===== src/rtl/alu_pipe_acc_pkg.sv =====
// Shared op encodings and result-width derivation for the pipelined ALU/accumulator.
package alu_pipe_acc_pkg;

    typedef enum logic [2:0] {
        OP_AVG  = 3'b000,
        OP_DBL  = 3'b001,
        OP_HXY  = 3'b010,
        OP_XHY  = 3'b011,
        OP_NAND = 3'b100,
        OP_NOTX = 3'b101,
        OP_NOR  = 3'b110,
        OP_XOR  = 3'b111
    } op_e;

    localparam int OP_W = 3;

    // Result carries two guard bits over the operand width.
    function automatic int res_w(input int n);
        return n + 2;
    endfunction

endpackage


===== src/rtl/alu_pipe_acc_core_comb.sv =====
// Combinational ALU: W-bit signed operands A, B -> wrapped W-bit result plus overflow flag.
module alu_core_comb
    import alu_pipe_acc_pkg::*;
#(
    parameter int W = 6
) (
    input  logic signed [W-1:0]    a,
    input  logic signed [W-1:0]    b,
    input  logic        [OP_W-1:0] op,
    output logic signed [W-1:0]    res,
    output logic                   ovf
);

    localparam int WF = W + 2;

    logic signed [WF-1:0] af;
    logic signed [WF-1:0] bf;
    logic signed [WF-1:0] full;
    logic                 arith;

    // Representable in W bits iff the top three bits are a pure sign extension.
    function automatic logic fits_w(input logic signed [WF-1:0] v);
        return (v[WF-1:W-1] == '0) || (v[WF-1:W-1] == '1);
    endfunction

    assign af = {{2{a[W-1]}}, a};
    assign bf = {{2{b[W-1]}}, b};

    always_comb begin
        full  = '0;
        arith = 1'b1;
        case (op_e'(op))
            OP_AVG:  full = (af + bf) >>> 1;
            OP_DBL:  full = (af + bf) <<< 1;
            OP_HXY:  full = (af >>> 1) + bf;
            OP_XHY:  full = af - (bf >>> 1);
            OP_NAND: begin full = ~(af & bf); arith = 1'b0; end
            OP_NOTX: begin full = ~af;        arith = 1'b0; end
            OP_NOR:  begin full = ~(af | bf); arith = 1'b0; end
            OP_XOR:  begin full = af ^ bf;    arith = 1'b0; end
        endcase
        res = full[W-1:0];
        ovf = arith && !fits_w(full);
    end

endmodule


===== src/rtl/alu_pipe_acc.sv =====
// Two-stage valid/ready ALU pipeline with a result accumulator usable as operand A.
module alu_pipe_acc
    import alu_pipe_acc_pkg::*;
#(
    parameter int N = 4,
    parameter int W = res_w(N)
) (
    input  logic                   clk,
    input  logic                   rst_n,
    input  logic                   in_valid,
    output logic                   in_ready,
    input  logic signed [N-1:0]    x,
    input  logic signed [N-1:0]    y,
    input  logic        [OP_W-1:0] op,
    input  logic                   acc_en,
    input  logic                   acc_clr,
    output logic                   out_valid,
    input  logic                   out_ready,
    output logic signed [W-1:0]    o,
    output logic                   ovf
);

    logic                   vld_p1;
    logic signed [W-1:0]    x_p1;
    logic signed [N-1:0]    y_p1;
    logic        [OP_W-1:0] op_p1;
    logic                   acc_en_p1;
    logic                   acc_clr_p1;

    logic                   vld_p2;
    logic signed [W-1:0]    o_p2;
    logic                   ovf_p2;
    logic signed [W-1:0]    acc;

    logic                   accept;
    logic                   s2_load;
    logic signed [W-1:0]    a_op;
    logic signed [W-1:0]    b_op;
    logic signed [W-1:0]    res;
    logic                   res_ovf;

    assign in_ready = rst_n && (!vld_p1 || !vld_p2 || out_ready);
    assign accept   = in_valid && in_ready;
    assign s2_load  = vld_p1 && (!vld_p2 || out_ready);

    // Stage 1: operand capture
    always_ff @(posedge clk) begin
        if (!rst_n) begin
            vld_p1 <= 1'b0;
        end else if (accept) begin
            vld_p1 <= 1'b1;
        end else if (s2_load) begin
            vld_p1 <= 1'b0;
        end
    end

    always_ff @(posedge clk) begin
        if (accept) begin
            x_p1       <= {{(W-N){x[N-1]}}, x};
            y_p1       <= y;
            op_p1      <= op;
            acc_en_p1  <= acc_en;
            acc_clr_p1 <= acc_clr;
        end
    end

    // Accumulator is read at the S1->S2 transfer, so chained beats see the previous result.
    assign a_op = acc_en_p1 ? (acc_clr_p1 ? '0 : acc) : x_p1;
    assign b_op = {{(W-N){y_p1[N-1]}}, y_p1};

    alu_core_comb #(
        .W (W)
    ) u_core (
        .a   (a_op),
        .b   (b_op),
        .op  (op_p1),
        .res (res),
        .ovf (res_ovf)
    );

    // Stage 2: result and accumulator
    always_ff @(posedge clk) begin
        if (!rst_n) begin
            vld_p2 <= 1'b0;
            o_p2   <= '0;
            ovf_p2 <= 1'b0;
            acc    <= '0;
        end else if (s2_load) begin
            vld_p2 <= 1'b1;
            o_p2   <= res;
            ovf_p2 <= res_ovf;
            acc    <= res;
        end else if (out_ready) begin
            vld_p2 <= 1'b0;
        end
    end

    assign out_valid = vld_p2;
    assign o         = o_p2;
    assign ovf       = ovf_p2;

endmodule


===== config.mk =====
export PLATFORM = sky130hd
export DESIGN_NAME = alu_pipe_acc
export DESIGN_NICKNAME = d
export VERILOG_FILES = /design/src/rtl/alu_pipe_acc_pkg.sv /design/src/rtl/alu_pipe_acc_core_comb.sv /design/src/rtl/alu_pipe_acc.sv
export SDC_FILE = /design/constraint.sdc
export NUM_CORES = 1
export LEC_CHECK = 0
export ABC_AREA = 1
export BUFFER_PORTS_ARGS = -buffer_cell sky130_fd_sc_hd__buf_2
export CORE_ASPECT_RATIO = 0.7
export CORE_UTILIZATION = 40
export CTS_BUF_LIST = sky130_fd_sc_hd__clkbuf_2 sky130_fd_sc_hd__clkbuf_4 sky130_fd_sc_hd__clkbuf_8
export DETAILED_ROUTE_END_ITERATION = 10
export PLACE_DENSITY_LB_ADDON = 0.05
export SETUP_SLACK_MARGIN = 0.3
export SLEW_MARGIN = 5
export SYNTH_ARGS = -nofsm -noshare
export SYNTH_HDL_FRONTEND = slang
export SYNTH_SLANG_ARGS = --single-unit

===== constraint.sdc =====
create_clock -name clk -period 3.65 [get_ports clk]
set_input_delay 0.1825 -clock clk [delete_from_list [all_inputs] [get_ports clk]]
set_output_delay 0.1825 -clock clk [all_outputs]
set_load 0.02 [all_outputs]

After elaboration in Yosys (flattened, before gate mapping)

Index checks and enable logic that the tools add are counted.

Output and inout port bits: 9
Word-level logic and storage cells: 50
Input port bits: 17
Register bits after elaboration: 22

Bitwise logic cells: 6
Add/subtract/negate cells: 3
Mux-type cells: 8
Equality and inequality tests: 8
Reductions and logical operators: 16

Operators by type and width:

| operator                                                               | count |
|---|---|
| 8-bit case mux with 8 select lines                                     | 1 |
| 8-bit NOT                                                              | 2 |
| 3-bit equality test (second input constant)                            | 5 |
| 6-bit two-way mux                                                      | 2 |
| 6-bit NOT with 8-bit output                                            | 1 |
| 6-bit by 4-bit adder with 7-bit output                                 | 1 |
| 6-bit by 3-bit subtractor with 7-bit output                            | 1 |
| 5-bit by 4-bit adder with 6-bit output                                 | 1 |
| 6-bit by 4-bit AND with 6-bit output                                   | 1 |
| 3-bit by 2-bit equality test with 1-bit output (second input constant) | 2 |
| 3-bit logical NOT                                                      | 2 |
| 6-bit by 4-bit bitwise OR with 6-bit output                            | 1 |
| 6-bit by 4-bit bitwise XOR with 6-bit output                           | 1 |
| 1-bit two-way mux                                                      | 5 |
| 1-bit logical AND                                                      | 4 |
| 1-bit logical OR                                                       | 4 |
| 2-bit nonzero test                                                     | 2 |
| 4-bit OR reduction                                                     | 1 |
| 3-bit by 1-bit equality test with 1-bit output (second input constant) | 1 |
| 1-bit logical NOT                                                      | 3 |

Longest topological paths before layout

Gate-level depths: netlist (run 1).

Depth in word-level cells: 9
Depth in mapped cells: 19
Depth with buffers taken out: 19

Cells and area by module

A second synthesis (run 1) with hierarchy kept.

Cells, all modules: 329
Area total of the unflattened synthesis: 2279.7 um^2

Modules (own cells, without submodules):

| module        | instances | area each (um^2) | seq. area each (um^2) | cells an instance |
|---|---|---|---|---|
| alu_core_comb | 1         | 1400.1           | 0.0                   | 240 |
| alu_pipe_acc  | 1         | 879.6            | 570.5                 | 89 |

Least setup slack after synthesis (run 1)

No wires, ideal clock.

Path type: register to register
Start point: register acc_en_p1
End point: register acc[4]
Buffers on the path: 0
Stages on the path, launching flop included: 17
Library setup time: 0.109 ns
Data required time: 3.541 ns
Clock period less this slack: 2.514 ns
Slack: 1.136 ns
Arrival time: 2.405 ns
Path through: edfxtp_1 -> inv_2 -> nor2_8 -> a22oi_1 -> inv_1 -> ha_1 -> fa_1 -> nand2_1 -> nand2_1 -> a21oi_1 -> nand2_1 -> nand3_1 -> o21ai_1 -> a21oi_1 -> o2111ai_1 -> nand2_1 -> inv_1

Word-level cells in the longest chain between the ends: 4
Elaborated cells between the ends (all ways): 11
Classes of those cells: add/sub (3); mux (2); bitwise (6)

Ends and longest elaborated chain:

| element                                                                             | line                         | text |
|---|---|---|
| from (decl)                                                                         | alu_pipe_acc.sv:27           | `logic acc_en_p1;` |
| from (signal assigned)                                                              | alu_pipe_acc.sv:62           | `acc_en_p1 <= acc_en;` |
| 6-bit two-way mux *                                                                 | alu_pipe_acc.sv:68           | `assign a_op = acc_en_p1 ? (acc_clr_p1 ? '0 : acc) : x_p1;` |
| branches (longest 2 deep; another with 6-bit by 3-bit subtractor with 7-bit output) | -                            |  |
| 8-bit case mux with 8 select lines *                                                | alu_pipe_acc_core_comb.sv:32 | `case (op_e'(op))` |
| to (signal assigned)                                                                | alu_pipe_acc.sv:92           | `acc <= res;` |
| to (decl)                                                                           | alu_pipe_acc.sv:33           | `logic signed [W-1:0] acc;` |

Every way passes the cells marked *.
A chain may end at the register's enable or synchronous reset.

Worst setup path after layout (run 1)

Same ends and word-level chain as after synthesis.

==> results.cfg, run 1 <==
[placement]
post-dp-hpwl_mm = 4.96
portBuffers = 25
place_congestion = 0.988

[route]
drc = 0
routedWlPerCell_um = 15.1
wirelength_mm = 5.95
via_per_inst = 5.15
drt-pass1-iter-count = 4
dr_total_vias = 2033
drt_iter0_drc = 227
ant_nets = 0

[global_route]
grt_pass1_wl_mm = 9.77
grt_start_max_net_pins = 14
first_global_vias = 1886
busiest_layer = met1
grt_use_total_pct = 21.9
overflow = 0
grtUsageMet2_pct = 33.1
met3_usage_pct = 3.26
antenna_found_initial = 0
use_met1_pct = 33.3

[clock_tree]
cts.htree.levels = 1
cts_buffers = 3
post-cts-setup-buffers = 0
post_cts_resized = 0
clk_latency_ns = 0.27
clkTransAtPathRegs_ns = 0.08
cts_tree = yes
cts_hold_buf = 0
cts_max_path_buffers = 2
cts.sinks = 22
cts_root_buf = clkbuf_8

[sta]
rsz0062_at_grt = no
holdWs_ns = 0.0833
setup_violations = 0
worstMarginPinSlew_ns = 0.990
period_share_pct = 82.0
layout_min_cycle_time_ns = 2.99
final.setup.tns_ns = 0
skew_ns = 0.00488
relSlewSlack_pct = 33.7
hold_viol = 0
fmax_ghz = 0.334
slew_violations = 0

[critical_path]
cp_cell_sequence = inv_2, nor2_8, a22oi_1, inv_1, ha_1, fa_1, nand2_1, nand2_1, a21oi_1, nand2_1, nand3_1, o21ai_1, a21oi_1, o2111ai_1, nand2_1, inv_1
crit_required_ns = 3.83
slowest_stage = edfxtp_1
crit_arrival_ns = 3.17
rr_worst_depth = 16
cp_num_cells = 16
cp_max_fo = 5
crit_family = compound AO/OA/AOI/OAI gates
crit_path_max_incr_delay_ns = 0.45
crit_path_end_kind = register
crit_top_cell = nand2_1
cp-start-kind = register
worstSetupPathType = register to register
crit_buf_inv = 3

[worst_hold_path]
hold_class = primary input to register
holdPathStages = 1

[floorplan]
core_sq_um = 5230
rows = 22
fp.dieH_um = 63.6
pin_count = 26
dieArea_sq_um = 5720
die_w_um = 90.0
initial_core_util_pct = 41.4

[power_and_ir_drop]
worst_ir_drop_vdd_uv = 111
pwr-share-clk_pct = 25.1
pwr-share-seq_pct = 43.1
power_density_nw_per_um2 = 281
intPower_mw = 0.438
p_switching_mw = 0.237
comb_power_share_pct = 31.8
p_total_mw = 0.675
p_leak_nw = 1.19
sw_frac_of_total_pct = 35.2

[job]
maxCapViolations = 0

[yosys]
synthTopCellsByArea = edfxtp_1, ha_1, nand2_1
synth_seq_area_share_pct = 26.3
ys_async_sr_fraction_pct = 0
synth_cells = 297
avgSynthCellArea_sq_um = 7.29
yosys_warnings = 0
ys_ff_latch = 22
synth_top_area_share_pct = 18.0
yosysTopAreaCell = edfxtp_1
synth-edff-count = 13
ys_types = 39
synth_area_sq_um = 2170
syn_nets = 339
yosys_most_used_dff = edfxtp_1

[final_layout]
syn_to_final_growth_pct = 11.1
fillers = 561
multiInputGateArea_sq_um = 1360
fin_nets = 366
layout-drive-gt1-share_pct = 19.8
diodes = 0
seqCellArea_sq_um = 571

[outcome]
status = completed
final cells by class:
class,instances,share of cell area [%]
clock buffer,4,2.03
inverter,57,8.89
multi-input combinational,215,56.4
sequential,22,23.7
tap,72,3.74
timing repair buffer,25,5.20
per-stage QoR:
stage | instances | instance area [sq um] | setup WS [ns] | util (%)
2_1_floorplan | 297 | 2170 | 1.14 | -
3_3_place_gp | 391 | 2360 | 0.705 | 45.1
3_5_place_dp | 391 | 2360 | 0.703 | 45.1
4_1_cts | 395 | 2410 | 0.699 | 46.0
5_1_grt | 395 | 2410 | 0.399 | 46.0
6_report | 395 | 2410 | 0.658 | 46.0
worst paths after layout:
check	startpoint	to	slack, ns
worst max-delay path	acc_en_p1$_DFFE_PP_	acc[4]$_SDFFE_PN0P_	0.66
worst min-delay path	x[1]	x_p1[1]$_DFFE_PP_	0.08
worst max register to register	acc_en_p1$_DFFE_PP_	acc[4]$_SDFFE_PN0P_	0.66
worst min register to register	vld_p1$_SDFFE_PN0P_	out_valid$_SDFFE_PN0P_	0.48
state kept, by name, summed over array words and instances (netlist names):
register / count
acc: 6
vld_p1: 1
op_p1: 3
out_valid: 1
y_p1: 4
x_p1: 4
ovf: 1
acc_en_p1: 1
acc_clr_p1: 1
placed cells by master (no fill, tap or decap), drive strengths merged, types with 8 or more instances in the layout:
cell    instances
edfxtp         13
inv            54
nand2          68
o21ai           8
nand3          27
buf            25
dfxtp           9
nand4           9
ha             22
a21oi          21
nor2           30
metal layers:
metal  vias to the layer above  share of wire [%]  wire [um]
met5                         -                  0          0
met4                         0               0.76         45
met3                         5                5.3        317
met2                        65                 40       2410
met1                       927                 53       3180
li1                       1036                  -          -
cells by family (layout without fill, tap and decap cells):
family | Yosys count | in the layout | synth area share [%]
buffers and inverters | 60 | 86 | 11.1
AND/OR/NAND/NOR | 138 | 138 | 30.7
adder cells (fa/ha/maj) | 25 | 25 | 15.5
XOR/XNOR | 4 | 4 | 1.62
AO/OA/AOI/OAI | 48 | 48 | 14.7
flip-flops | 22 | 22 | 26.3
power by group through the flow:
stage | logic (mW) | registers [mW] | clock network, mW
after floorplan | 0.151 | 0.298 | 0
after global placement | 0.217 | 0.297 | 0
after detailed placement | 0.212 | 0.297 | 0
after CTS | 0.213 | 0.291 | 0.174
after global routing | 0.241 | 0.293 | 0.184
final | 0.215 | 0.291 | 0.170
cells in the mapped netlist (2+ instances only):
library cell,n
a22oi_1,4
edfxtp_1,13
inv_1,40
o21ai_0,5
nand2_1,65
nand2_2,3
o21bai_1,2
nor2_4,2
clkinv_1,3
o22ai_2,2
nor2_2,2
fa_1,3
a21oi_2,2
o21ai_1,2
xor2_1,3
nor2_1,25
dfxtp_1,9
a221oi_1,3
nand3_2,5
ha_1,22
a21oi_1,19
nand4_1,9
o2111ai_1,3
buf_6,2
inv_2,14
nand3_1,22
Note: power is estimated with default switching activity, not from simulation.
==> run 2, diff against run 1 <==
--- a/config.mk
+++ b/config.mk
@@ -5,7 +5,7 @@
 export SDC_FILE = /design/constraint.sdc
 export NUM_CORES = 1
 export LEC_CHECK = 0
-export ABC_AREA = 1
+export ABC_AREA = 0
 export BUFFER_PORTS_ARGS = -buffer_cell sky130_fd_sc_hd__buf_2
 export CORE_ASPECT_RATIO = 0.7
 export CORE_UTILIZATION = 40
==> constraint.sdc (replaced) <==
create_clock -name clk -period 2.7 [get_ports clk]
set_input_delay 0.135 -clock clk [delete_from_list [all_inputs] [get_ports clk]]
set_output_delay 0.135 -clock clk [all_outputs]
set_load 0.02 [all_outputs]
==> results.cfg, run 2 <==
[global_route]
grt_use_total_pct = 22.7
grt_start_max_net_pins = 16
overflow = 0
first_global_vias = 1665
antenna_found_initial = 0
grt_pass1_wl_mm = 8.85

[critical_path]
r2r_start = acc_clr_p1$_DFFE_PP_
cp_max_fo = 6
worstSetupPathType = register to register
crit_path_max_incr_delay_ns = 0.49
crit_required_ns = 2.89
crit_path_end_kind = register
cp-start-kind = register
r2r_slack_ns = 0.02
rr_worst_depth = 9
slowest_stage = or4_1
worstReg2RegEnd = ovf$_SDFFE_PN0P_
cp_cell_sequence = buf_4, nor2b_4, a21o_1, ha_2, buf_4, or4_1, a21o_1, and4_1, a311oi_2
crit_arrival_ns = 2.87

[outcome]
status = completed

[route]
drc = 0
drt_iter0_drc = 109
dr_total_vias = 1955
via_per_inst = 5.45
wirelength_mm = 5.98
routedWlPerCell_um = 16.7
ant_nets = 0
drt-pass1-iter-count = 4

[final_layout]
mostFrequentLayoutCells = buf_4, buf_2, nor2_1, ha_1
final_core_util_pct = 58.1
syn_to_final_growth_pct = 37.3
mostFrequentLayoutCell = buf_4
diodes = 0
layout-drive-gt1-share_pct = 41.7
fin_nets = 333
design_area_sq_um = 2830
reg.largest.list = acc: 6 flops, x_p1: 4 flops, y_p1: 4 flops
largest_reg_flops = 6
final_cells = 359
top_register = acc
fillers = 450

[power_and_ir_drop]
p_leak_nw = 1.23
power_density_nw_per_um2 = 354
p_total_mw = 1.00
worst_ir_drop_vdd_uv = 189

[sta]
period_share_pct = 99.4
hold_viol = 0
skew_ns = 0.00452
holdWs_ns = 0.0331
relSlewSlack_pct = 56.2
layout_min_cycle_time_ns = 2.68
rsz0062_at_grt = yes
slew_violations = 0
fmax_ghz = 0.373
setup_violations = 0
worstMarginPinSlew_ns = 0.657
setup_ws_ns = 0.0162
final.setup.tns_ns = 0

[worst_hold_path]
hold_class = primary input to register
hold_path_end = x_p1[0]$_DFFE_PP_
min_from = x[0]
holdPathStages = 1

[clock_tree]
cts_buffers = 3
cts_tree = yes
cts_root_buf = clkbuf_8
cts.sinks = 22
cts_max_path_buffers = 2
clk_latency_ns = 0.27
cts.htree.levels = 1
clkTransAtPathRegs_ns = 0.09

[yosys]
synth-edff-count = 13
yosysMostFrequentCell = ha_1
synthTopCellsByCount = ha_1, a21oi_1, inv_1
synth_cells = 229
avgSynthCellArea_sq_um = 8.99
synthTopCellsByArea = edfxtp_1, ha_1, dfxtp_1
ys_types = 57
yosys_most_used_dff = edfxtp_1
yosys_warnings = 0
yosysTopAreaCell = edfxtp_1
ys_async_sr_fraction_pct = 0
synth_area_sq_um = 2060
syn_nets = 271
ys_ff_latch = 22
synth_seq_area_share_pct = 27.7
synth_top_area_share_pct = 19.0

[floorplan]
rows = 21
initial_core_util_pct = 42.3
die_w_um = 87.7
pin_count = 26
dieArea_sq_um = 5440
core_sq_um = 4860
fp.dieH_um = 62.0

[placement]
portBuffers = 25
place_area_sq_um = 2510
post-dp-hpwl_mm = 4.52
place_ws_ns = -0.103
place_congestion = 0.886
dp_cells = 343

[job]
maxCapViolations = 0
[run 2: changes by cell type after synthesis, sizes merged, moves of 5 or more]
| cell | change |
|---|---|
| nand2 | -59 |
| nor2b | +8 |
| nand4 | -9 |
| a21o | +5 |
| xnor2 | +5 |
| nand2b | +5 |
| o21ai | -5 |
| nor2 | -15 |
| nand3 | -22 |
| nor3 | +7 |
| inv | -34 |
[run 2: where the power goes]
group / switching, mW / leakage (nW) / total [mW] / internal, mW
clock: 0.116 / 0.0262 / 0.232 / 0.116
sequential: 0.0165 / 0.196 / 0.390 / 0.373
combinational: 0.198 / 1.00 / 0.379 / 0.181
total: 0.331 / 1.23 / 1.00 / 0.670
[run 2: cell type report]
class | count | area, sq um | area share, %
multi-input combinational | 177 | 1600 | 56.6
sequential | 22 | 571 | 20.2
inverter | 21 | 85.1 | 3.01
tap | 69 | 86.3 | 3.05
timing repair buffer | 66 | 437 | 15.4
clock buffer | 4 | 48.8 | 1.73
[run 2: worst max-delay path, delay by kind of cell (launching register included)]
| family | cells | cell delay [ns] |
|---|---|---|
| AND/OR/NAND/NOR | 3 | 0.84 |
| adder cells (fa/ha/maj) | 1 | 0.36 |
| AO/OA/AOI/OAI | 3 | 0.60 |
| buffers and inverters | 2 | 0.34 |
| flip-flops | 1 | 0.45 |
[run 2: cell families after synthesis]
logic type      share of synthesized area [%]
flops                                    27.7
buf+inv                                  5.84
fa+ha+maj                                16.3
xor+xnor                                 3.83
mux                                      3.59
simple gates                             17.3
compound gates                           25.4
[run 2: worst max path at each step]
stage                    startpoint                to  slack, ns  cells past startpoint
2_1_floorplan   acc_en_p1$_DFFE_PP_  ovf$_SDFFE_PN0P_       0.15                     11
3_3_place_gp    acc_en_p1$_DFFE_PP_  ovf$_SDFFE_PN0P_      -0.07                     12
3_5_place_dp    acc_en_p1$_DFFE_PP_  ovf$_SDFFE_PN0P_      -0.10                     12
4_1_cts         acc_en_p1$_DFFE_PP_  ovf$_SDFFE_PN0P_       0.03                     12
5_1_grt         acc_en_p1$_DFFE_PP_  ovf$_SDFFE_PN0P_      -0.11                     12
6_report       acc_clr_p1$_DFFE_PP_  ovf$_SDFFE_PN0P_       0.02                      9
[run 2: what timing repair did]
action	4_1_cts	5_1_grt
pin swaps	20	10
endpoints found under the setup margin	5	7
buffers inserted	9	3
gates resized for setup	24	16
gates cloned	0	0
hold buffers	0	0
[run 2: metal layers]
layer	GRT usage [%]	vias up	wire length [um]
met4	5.62	0	33
met1	34.8	932	3010
met5	0	-	0
li1	-	971	-
met2	33.6	50	2700
met3	2.77	2	231
==> run 3, diff against run 2 <==
--- a/config.mk
+++ b/config.mk
@@ -7,6 +7,9 @@
 export LEC_CHECK = 0
 export ABC_AREA = 0
 export BUFFER_PORTS_ARGS = -buffer_cell sky130_fd_sc_hd__buf_2
+export CAP_MARGIN = 10
+export CELL_PAD_IN_SITES_DETAIL_PLACEMENT = 1
+export CELL_PAD_IN_SITES_GLOBAL_PLACEMENT = 1
 export CORE_ASPECT_RATIO = 0.7
 export CORE_UTILIZATION = 40
 export CTS_BUF_LIST = sky130_fd_sc_hd__clkbuf_2 sky130_fd_sc_hd__clkbuf_4 sky130_fd_sc_hd__clkbuf_8
==> results.cfg, run 3 (same netlist as run 2, synthesis figures left out) <==
[final_layout]
diodes = 0
top_register = acc
fillers = 567
fin_nets = 337
design_area_sq_um = 2960
mostFrequentLayoutCell = buf_4
final_cells = 363
layout-drive-gt1-share_pct = 42.9
largest_reg_flops = 6
syn_to_final_growth_pct = 43.8
reg.largest.list = acc: 6 flops, x_p1: 4 flops, y_p1: 4 flops
mostFrequentLayoutCells = buf_4, buf_2, ha_1, inv_1, nor2_1

[sta]
rsz0062_at_grt = yes
final.setup.tns_ns = -0.215
hold_viol = 0
worstMarginPinSlew_ns = 0.698
relSlewSlack_pct = 53.5
period_share_pct = 104
slew_violations = 0
layout_min_cycle_time_ns = 2.80
setup_ws_ns = -0.0991
setup_violations = 3
skew_ns = 0.0151
fmax_ghz = 0.357

[floorplan]
fp.dieH_um = 62.0
die_w_um = 87.7
initial_core_util_pct = 42.3
dieArea_sq_um = 5440
rows = 21
pin_count = 26
core_sq_um = 4860

[placement]
place_congestion = 0.836
dp_cells = 343
place_ws_ns = -0.129
post-dp-hpwl_mm = 5.16
place_area_sq_um = 2510
portBuffers = 25

[clock_tree]
clkTransAtPathRegs_ns = 0.10
cts_tree = yes
cts_root_buf = clkbuf_8
cts_max_path_buffers = 2
cts_buffers = 3
clk_latency_ns = 0.28
cts.sinks = 22
cts.htree.levels = 1

[critical_path]
cp-start-kind = register
crit_top_cell = a311oi_2
rr_worst_depth = 11
cp_cell_sequence = inv_4, buf_4, nor3b_4, a21oi_2, inv_1, ha_1, a41oi_2, mux2_2, a311oi_2, and4_1, a311oi_2
worstReg2RegEnd = ovf$_SDFFE_PN0P_
r2r_slack_ns = -0.1
crit_path_end_kind = register
slowest_stage = edfxtp_1
r2r_start = acc_en_p1$_DFFE_PP_
crit_required_ns = 2.85
cp_max_fo = 4
crit_arrival_ns = 2.95
crit_path_max_incr_delay_ns = 0.48
worstSetupPathType = register to register

[route]
routedWlPerCell_um = 21.7
dr_total_vias = 2116
wirelength_mm = 7.86
ant_nets = 0
drc = 0
drt_iter0_drc = 110
via_per_inst = 5.83
drt-pass1-iter-count = 4

[global_route]
overflow = 0
first_global_vias = 1924
grt_pass1_wl_mm = 10.3
grt_start_max_net_pins = 14
grt_use_total_pct = 26.0
antenna_found_initial = 0

[outcome]
violations = negative setup slack
status = finished, violations left

[worst_hold_path]
hold_path_end = y_p1[0]$_DFFE_PP_
min_from = y[0]
holdPathStages = 1
hold_class = primary input to register

[power_and_ir_drop]
p_total_mw = 1.14
p_leak_nw = 1.29
power_density_nw_per_um2 = 384
worst_ir_drop_vdd_uv = 206

[job]
maxCapViolations = 0
[run 3: worst max-delay path, delay by kind of cell (launching register included)]
| family | cells | cell delay [ns] |
|---|---|---|
| simple gates | 2 | 0.30 |
| buf+inv | 3 | 0.40 |
| mux | 1 | 0.38 |
| compound gates | 4 | 0.74 |
| flops | 1 | 0.48 |
| fa+ha+maj | 1 | 0.36 |
[run 3: final cells by class]
cell class              count  area, sq um  share of cell area [%]
clock inverters             1         30.0                    1.01
multi-input cells         177         1650                    55.8
inverters                  21         83.8                    2.83
well taps                  69         86.3                    2.92
repair buffers             70          495                    16.7
flip-flops and latches     22          571                    19.3
clock buffers               3         41.3                    1.39
[run 3: through the flow]
stage	util [%]	hold WS (ns)
2_1_floorplan	-	0.234
3_3_place_gp	51.6	0.311
3_5_place_dp	51.6	0.314
4_1_cts	56.8	0.0247
5_1_grt	60.9	0.0131
6_report	60.9	0.0206
[run 3: how the worst max path moves through the flow]
stage | cells past startpoint | start | slack, ns | to
3_3_place_gp | 12 | acc_en_p1$_DFFE_PP_ | -0.07 | ovf$_SDFFE_PN0P_
6_report | 11 | acc_en_p1$_DFFE_PP_ | -0.1 | ovf$_SDFFE_PN0P_
5_1_grt | 11 | acc_en_p1$_DFFE_PP_ | -0.24 | ovf$_SDFFE_PN0P_
3_5_place_dp | 12 | acc_en_p1$_DFFE_PP_ | -0.13 | ovf$_SDFFE_PN0P_
2_1_floorplan | 11 | acc_en_p1$_DFFE_PP_ | 0.15 | ovf$_SDFFE_PN0P_
4_1_cts | 13 | acc_en_p1$_DFFE_PP_ | -0.04 | ovf$_SDFFE_PN0P_
[run 3: what timing repair did]
action | in CTS | in global routing
pin swaps | 17 | 20
hold buffers | 0 | 0
endpoints found under the setup margin | 5 | 7
cloned | 0 | 0
resized for setup | 25 | 22
setup buffers | 8 | 8
[run 3: power by group]
| part | leakage (nW) | internal [mW] | switching (mW) |
|---|---|---|---|
| combinational | 1.06 | 0.193 | 0.222 |
| sequential | 0.196 | 0.374 | 0.0226 |
| clock | 0.0357 | 0.199 | 0.128 |
[run 3: per-layer routing]
layer / part of all wire, % / wire, um / global-route usage [%] / vias up
li1: - / - / - / 974
met1: 44 / 3450 / 36.4 / 1052
met2: 49 / 3850 / 44.9 / 73
met3: 5.3 / 415 / 3.43 / 17
met4: 1.9 / 151 / 3.04 / 0
met5: 0 / 0 / 0 / -
